===== config.mk =====
export PLATFORM = sky130hd
export DESIGN_NAME = int_ctrl
export DESIGN_NICKNAME = d
export VERILOG_FILES = /design/src/rtl/int_ctrl.sv
export SDC_FILE = /design/constraint.sdc
export NUM_CORES = 1
export LEC_CHECK = 0
export CAP_MARGIN = 10
export CORE_MARGIN = 4
export CORE_UTILIZATION = 41
export CTS_CLUSTER_SIZE = 30
export DETAILED_ROUTE_END_ITERATION = 16
export PLACE_DENSITY = 0.85
export SLEW_MARGIN = 25
export SYNTH_ARGS = -nofsm -noshare
export SYNTH_HDL_FRONTEND = slang
export SYNTH_SLANG_ARGS = --single-unit

===== constraint.sdc =====
create_clock -name clk -period 1.8 [get_ports clk]
set_input_delay 0.54 -clock clk [delete_from_list [all_inputs] [get_ports clk]]
set_output_delay 0.54 -clock clk [all_outputs]
set_load 0.01 [all_outputs]

===== src/rtl/int_ctrl.sv =====
// Multi-channel interrupt controller: latches, masks and prioritises N_IRQ sources
// into a single Ireq/Iack handshake, then blocks new requests until eret.
module int_ctrl #(
  parameter int   N_IRQ        = 8,
  parameter int   ID_W         = 3,
  parameter logic EDGE_DEFAULT = 1'b1
) (
  input  logic             clk,
  input  logic             reset,
  input  logic [N_IRQ-1:0] irq_in,
  input  logic             int_en,
  output logic             Ireq,
  input  logic             Iack,
  input  logic             eret,
  output logic [ID_W-1:0]  irq_id,
  output logic             irq_active,
  input  logic             reg_we,
  input  logic [1:0]       reg_addr,
  input  logic [31:0]      reg_wdata,
  output logic [31:0]      reg_rdata
);

  typedef enum logic [1:0] {
    S_IDLE    = 2'd0,
    S_REQ     = 2'd1,
    S_SERVICE = 2'd2
  } state_t;

  localparam logic [1:0] A_MASK   = 2'd0;
  localparam logic [1:0] A_MODE   = 2'd1;
  localparam logic [1:0] A_PEND   = 2'd2;
  localparam logic [1:0] A_STATUS = 2'd3;

  state_t           r_state;
  logic [N_IRQ-1:0] r_mask;
  logic [N_IRQ-1:0] r_mode;
  logic [N_IRQ-1:0] r_pend;
  logic [N_IRQ-1:0] r_prev;

  logic [N_IRQ-1:0] w_rise;
  logic [N_IRQ-1:0] w_pend_eff;
  logic [N_IRQ-1:0] w_elig;
  logic [N_IRQ-1:0] w_clr;
  logic [ID_W-1:0]  w_win;
  logic [31:0]      w_status;
  logic [31:0]      w_rdata;
  logic             w_ack;

  assign w_ack = (r_state == S_REQ) && Iack;

  // Level channels bypass the latch entirely; edge channels use the sticky PEND bit.
  always_comb begin
    w_rise     = irq_in & ~r_prev & r_mode;
    w_pend_eff = (r_mode & r_pend) | (~r_mode & irq_in);
    w_elig     = w_pend_eff & r_mask;
  end

  // Descending scan so the lowest eligible index is the final assignment.
  always_comb begin
    w_win = '0;
    for (int i = N_IRQ - 1; i >= 0; i--) begin
      if (w_elig[i]) w_win = ID_W'(i);
    end
  end

  always_comb begin
    w_clr = '0;
    if (reg_we && reg_addr == A_PEND) w_clr = reg_wdata[N_IRQ-1:0];
    for (int i = 0; i < N_IRQ; i++) begin
      if (w_ack && irq_id == ID_W'(i)) w_clr[i] = 1'b1;
    end
    w_clr = w_clr & r_mode;
  end

  always_comb begin
    w_status             = '0;
    w_status[31]         = irq_active;
    w_status[9:8]        = r_state;
    w_status[ID_W-1:0]   = irq_id;
    w_rdata              = '0;
    case (reg_addr)
      A_MASK:   w_rdata[N_IRQ-1:0] = r_mask;
      A_MODE:   w_rdata[N_IRQ-1:0] = r_mode;
      A_PEND:   w_rdata[N_IRQ-1:0] = w_pend_eff;
      A_STATUS: w_rdata            = w_status;
      default:  w_rdata            = '0;
    endcase
  end

  always_ff @(posedge clk) begin
    if (reset) begin
      r_state    <= S_IDLE;
      r_mask     <= '0;
      r_mode     <= {N_IRQ{EDGE_DEFAULT}};
      r_pend     <= '0;
      r_prev     <= '0;
      Ireq       <= 1'b0;
      irq_id     <= '0;
      irq_active <= 1'b0;
      reg_rdata  <= '0;
    end else begin
      r_prev    <= irq_in;
      // A new edge in the same cycle as its clear must not be lost.
      r_pend    <= (r_pend & ~w_clr) | w_rise;
      reg_rdata <= w_rdata;
      if (reg_we && reg_addr == A_MASK) r_mask <= reg_wdata[N_IRQ-1:0];
      if (reg_we && reg_addr == A_MODE) r_mode <= reg_wdata[N_IRQ-1:0];
      case (r_state)
        S_IDLE: begin
          if (int_en && |w_elig) begin
            irq_id  <= w_win;
            Ireq    <= 1'b1;
            r_state <= S_REQ;
          end
        end
        S_REQ: begin
          // No withdrawal: the control unit may already be committing to the trap.
          if (Iack) begin
            Ireq       <= 1'b0;
            irq_active <= 1'b1;
            r_state    <= S_SERVICE;
          end
        end
        S_SERVICE: begin
          if (eret) begin
            irq_active <= 1'b0;
            irq_id     <= '0;
            r_state    <= S_IDLE;
          end
        end
        default: r_state <= S_IDLE;
      endcase
    end
  end

endmodule


== Word level (Yosys, flattened, before mapping) ==
Index checks and enable logic that the tools add are counted.
Storage, ports and cells
  bits in registers: 71
  output and inout bits: 37
  bits of input ports: 48
  word-level logic and storage cells: 94
Cells by class
  mux-type cells: 31
  reduce and logical (&&, ||, !) cells: 25
  bitwise logic cells: 13
  eq/ne operators: 15
Operators with widths (number)
  8-bit AND: 7
  8-bit one-hot mux with 4 select lines: 1
  3-bit 2-to-1 mux: 10
  8-bit NOT: 3
  8-bit bitwise OR: 2
  1-bit logical AND: 13
  3-bit equality test (second input constant): 4
  1-bit 2-to-1 mux: 12
  3-bit AND reduction: 4
  8-bit 2-to-1 mux: 1
  8-bit OR reduction: 1
  2-bit equality test (second input constant): 3
  3-bit by 2-bit equality test with 1-bit output (second input constant): 2
  2-bit 2-to-1 mux: 3
  2-bit != test (second input constant): 3
  2-bit one-hot mux with 3 select lines: 1
  3-bit one-hot mux with 2 select lines: 1
  2-bit nonzero test: 3
  2-bit by 1-bit equality test with 1-bit output (second input constant): 2
  2-bit logical NOT: 2
  1-bit one-hot mux with 2 select lines: 2
  3-bit by 1-bit equality test with 1-bit output (second input constant): 1
  3-bit logical NOT: 1
  2-bit OR reduction: 1
  1-bit NOT: 1

== Logic depth before layout (Yosys ltp) ==
  word-level depth: 14
  depth in mapped cells: 9
  depth with buffers taken out: 6

== Least setup slack after synthesis ==
No wires, ideal clock.
  path type: input -> register
  start: in irq_in[6]
  end: reg irq_id[1]
  path buffers: 0
  setup time: 0.121 ns
  arrival time: 1.587 ns
  slack: 0.091 ns
  required time: 1.679 ns
  stages: 6
  path through: mux2_4 > a2bb2oi_2 > nand3_2 > o21ai_2 > nand2_2 > mux2_4
Between the ends
  word-level cells in the longest chain between the ends: 12
  elaborated cells between the ends (all ways): 16
  classes of those cells: eq/ne: 1; mux: 9; bitwise: 3; reduce/logical: 3
RTL lines
  from (decl): RTL line 10  | input logic [N_IRQ-1:0] irq_in,
  8-bit AND *: RTL line 54  | w_pend_eff = (r_mode & r_pend) | (~r_mode & irq_in);
  8-bit bitwise OR *: RTL line 54
  8-bit AND *: RTL line 55  | w_elig = w_pend_eff & r_mask;
  3-bit 2-to-1 mux (7 in series): RTL line 62  | if (w_elig[i]) w_win = ID_W'(i);
  3-bit 2-to-1 mux: RTL line 110  | if (int_en && |w_elig) begin
  3-bit one-hot mux with 2 select lines: RTL line 108  | case (r_state)
  to (signal assigned): RTL line 111  | irq_id <= w_win;
  to (decl): RTL line 15  | output logic [ID_W-1:0] irq_id,
Mark *: on every way between the ends. The rest lies on a longest branch, timed or not. The select of a mux whose other input is x is not followed.
A chain may end at the register's enable or synchronous reset.

== Final worst setup path ==
  start: in irq_in[7]
  end: reg irq_id[1]
Between the ends
  word-level cells in the longest chain between the ends: 13
  elaborated cells between the ends (all ways): 17
  classes of those cells: eq/ne: 1; mux: 10; bitwise: 3; reduce/logical: 3
RTL lines (RTL line)
  8-bit AND *: 54
  8-bit bitwise OR *: 54
  8-bit AND *: 55
  3-bit 2-to-1 mux (8 in series): 62
  3-bit 2-to-1 mux: 110
  3-bit one-hot mux with 2 select lines: 108
Marked as above.

==> summary.md <==
| Metric | Value |
|---|---|
| Yosys Warn Count | 0 |
| R2R setup slack | 0.11 ns |
| Sequential Area | 1002 sq um |
| Max-cap violation count | 0 |
| TritonCTS clock tree | done |
| Worst setup EP type | flop |
| Final wirelength | 6392 microns |
| Largest family of logic cells by synthesized area | simple AND/OR/NAND/NOR gates |
| Worst hold path startpoint | Ireq |
| Slowest CP cell | mux2_4 |
| Number of synthesized flops with an enable pin | 0 |
| Vias in the first global route | 2,124 |
| Max Slew Vio Count | 0 |
| Placed instance count | 441 |
| Share of layout cells above drive strength 1 | 18.50% |
| Reg clk slew, reported paths | 0.09 ns |
| Initial core utilization | 42.16% |
| Multi-input logic area | 1349 sq um |
| Die Ht | 86.03 microns |
| Final worst slack | 0.04399 ns |
| Most frequent cells in the layout | nand2_1 (51), dfxtp_1 (49), buf_4 (33), a21oi_1 (31), clkdlybuf4s50_1 (28) |
| Worst Path Buf+Inv | 1 |
| Layout Cells excl Fill | 448 |
| Flops & latches, synth | 50 |
| Clock insertion delay at the later pin of the skew report | 0.31 ns |
| Period utilization | 97.56% |
| Avg Cell Area, Syn | 8.104 sq um |
| Initial DRC Count | 170 |
| CP cell instances | dlygate4sd2_1 -> mux2i_2 -> a2bb2oi_2 -> nand3_2 -> o21ai_4 -> nand2_2 -> mux2_4 |
| Die area | 7400 sq um |
| Routed WL per cell | 14.27 microns |
| Clock buffer depth | 2 |
| Final GP Congestion | 0.8676 |
| DRC | 0 |
| Post-CTS Setup Inserts | 0 |
| Hold Fails Final Rpt | 0 |
| Outcome | complete, no violations |
| Initial antenna violation count | 0 |
| Req. time, crit path | 2.00 ns |
| Placement Setup Slack | -0.4736 ns |
| Row count | 28 |
| DR vias | 2,311 |
| Post-DP HPWL | 4784 microns |
| Cts bufs inserted | 5 |
| RSZ-0062 raised after global routing | true |
| Worst Hold Margin | 0.4606 ns |
| FMAX | 569.5 MHz |
| Worst setup SP type | input port |
| # fillers | 531 |
| XOR/XNOR Fraction of Synth Area | 0% |
| Via density | 5.158 |
| Crit path from | irq_in[7] |
| Crit path largest cell delay | 0.29 ns |
| Total GRT Usage | 16.89% |
| Post-synthesis simple-gate area fraction | 27.22% |
| Layout net count | 421 |
| Core area | 5921 sq um |
| Hold/Removal Path Class | reg -> reg |
| Top FF cell, synth | dfxtp_1 |
| Most common cell after layout, fill and taps aside | nand2_1 |
| Sequential element share of the synthesized area | 40.10% |
| Setup tns final | 0 ns |
| Overall power | 2.257 mW |
| TritonRoute pass-1 iters | 5 |
| ANT cells | 0 |
| Post-Synth Adder-Cell Area | 0% |
| Mux share of post-synthesis cell area | 4.712% |
| PortBufs | 39 |
| CP Max Fanout | 4 |
| Compound-Gate Fraction of Synth Area | 17.19% |
| Post-synth ARST share | 0% |
| Max VDD drop | 313.9 uV |
| Lkg Pwr | 1.475 nW |
| CTS root buf | clkbuf_8 |
| Synth Cell Area | 2496 sq um |
| Largest net degree at the start of global routing | 20 |
| WP data arrival | 1.96 ns |
| Post-DRT Antenna Nets | 0 |
| Reg-to-reg startpoint | r_mode[3] |
| GR Overflow Total | 0 |
| Final Skew | 0.009403 ns |
| Die Wd | 86.03 microns |
| Total clock sinks | 50 |
| Final setup viols | 0 |
| P per Cell Area | 694.4 nW/um^2 |
| CP Class | in -> reg |
| Synthesized instance count | 308 |
| Post-layout min period | 1.756 ns |
| Yosys cell types | 42 |
| First-pass GRT wire length | 9915 microns |
| CTS H-tree lvls | 2 |
| Top delay family on crit path | multiplexers |
| Area growth, synth to finish | 30.23% |
| I/O pin count | 85 |
worst register-to-register path, stage by stage, from the launching register on:
cell,delay (ns)
dfxtp_1,0.45
mux2_4,0.34
nand2_4,0.10
nand4_4,0.12
o21ai_4,0.20
nand2_2,0.08
mux2_4,0.29
state kept, by name (all words and copies together) (netlist names):
register    count
reg_rdata      11
r_mask          8
r_mode          8
r_pend          8
r_prev          8
irq_id          3
r_state         2
Ireq            1
irq_active      1
layout make-up:
| type | count | share of cell area [%] |
|---|---|---|
| tap | 75 | 2.887 |
| timing repair buffer | 74 | 20.98 |
| clock buffer | 5 | 2.117 |
| multi-input combinational | 230 | 41.49 |
| clock inverter | 2 | 0.3079 |
| sequential | 50 | 30.83 |
| inverter | 12 | 1.386 |
what timing repair did:
item | CTS | global route
hold buffers | 0 | 0
setup endpoints to repair | 12 | 22
pin swaps | 3 | 3
resized for setup | 10 | 17
stage by stage:
step,utilization [%],instance area (sq um)
2_1_floorplan,-,2571
3_3_place_gp,52.54,3110
3_5_place_dp,52.54,3110
4_1_cts,54.14,3206
5_1_grt,54.90,3251
6_report,54.90,3251
layer usage:
metal  global-route usage [%]  wire length [microns]
met1                    20.46                   2712
met2                    28.10                   3140
met3                    4.707                    458
met4                    6.906                     80
met5                        0                      0
worst paths after layout:
kind | endpoint | depth (start not counted)
hold reg to reg | Ireq | 2
hold / removal | Ireq | 2
setup / recovery | irq_id[1] | 7
setup reg to reg | irq_id[1] | 6
synth_stat cells, types with 2 or more instances:
library cell / n / share of area [%]
nand2_1: 52 / 7.8
dfxtp_1: 50 / 40
and2_1: 6 / 1.5
a211o_1: 4 / 1.4
mux2_4: 5 / 3.0
a32o_1: 5 / 2.0
clkbuf_1: 9 / 1.4
a21oi_1: 32 / 6.4
nand3b_1: 11 / 3.3
nor3_1: 7 / 1.4
a2bb2oi_1: 2 / 0.70
nor2b_1: 11 / 2.8
nand2_4: 4 / 1.8
nand2b_1: 4 / 1.0
nand3_1: 6 / 1.2
o21ai_1: 5 / 1.0
mux2i_1: 2 / 0.80
o22ai_1: 5 / 1.3
inv_1: 11 / 1.7
o21ai_0: 3 / 0.60
a2111oi_0: 3 / 1.1
buf_4: 21 / 6.3
a22oi_1: 3 / 0.90
nor2_1: 25 / 3.8
buf_2: 5 / 1.0
power by group:
part | internal (mW) | switching [mW]
Clock | 0.262 | 0.364
Combinational | 0.217 | 0.209
Sequential | 1.16 | 0.0416
Total | 1.64 | 0.615
cell families (layout without fill, tap and decap cells):
| family | after synthesis | after routing |
|---|---|---|
| compound gates | 67 | 67 |
| buf+inv | 48 | 93 |
| flops | 50 | 50 |
| mux | 9 | 9 |
| other cells | 1 | 21 |
| simple gates | 133 | 133 |
Power figures use the tool's default switching activity.
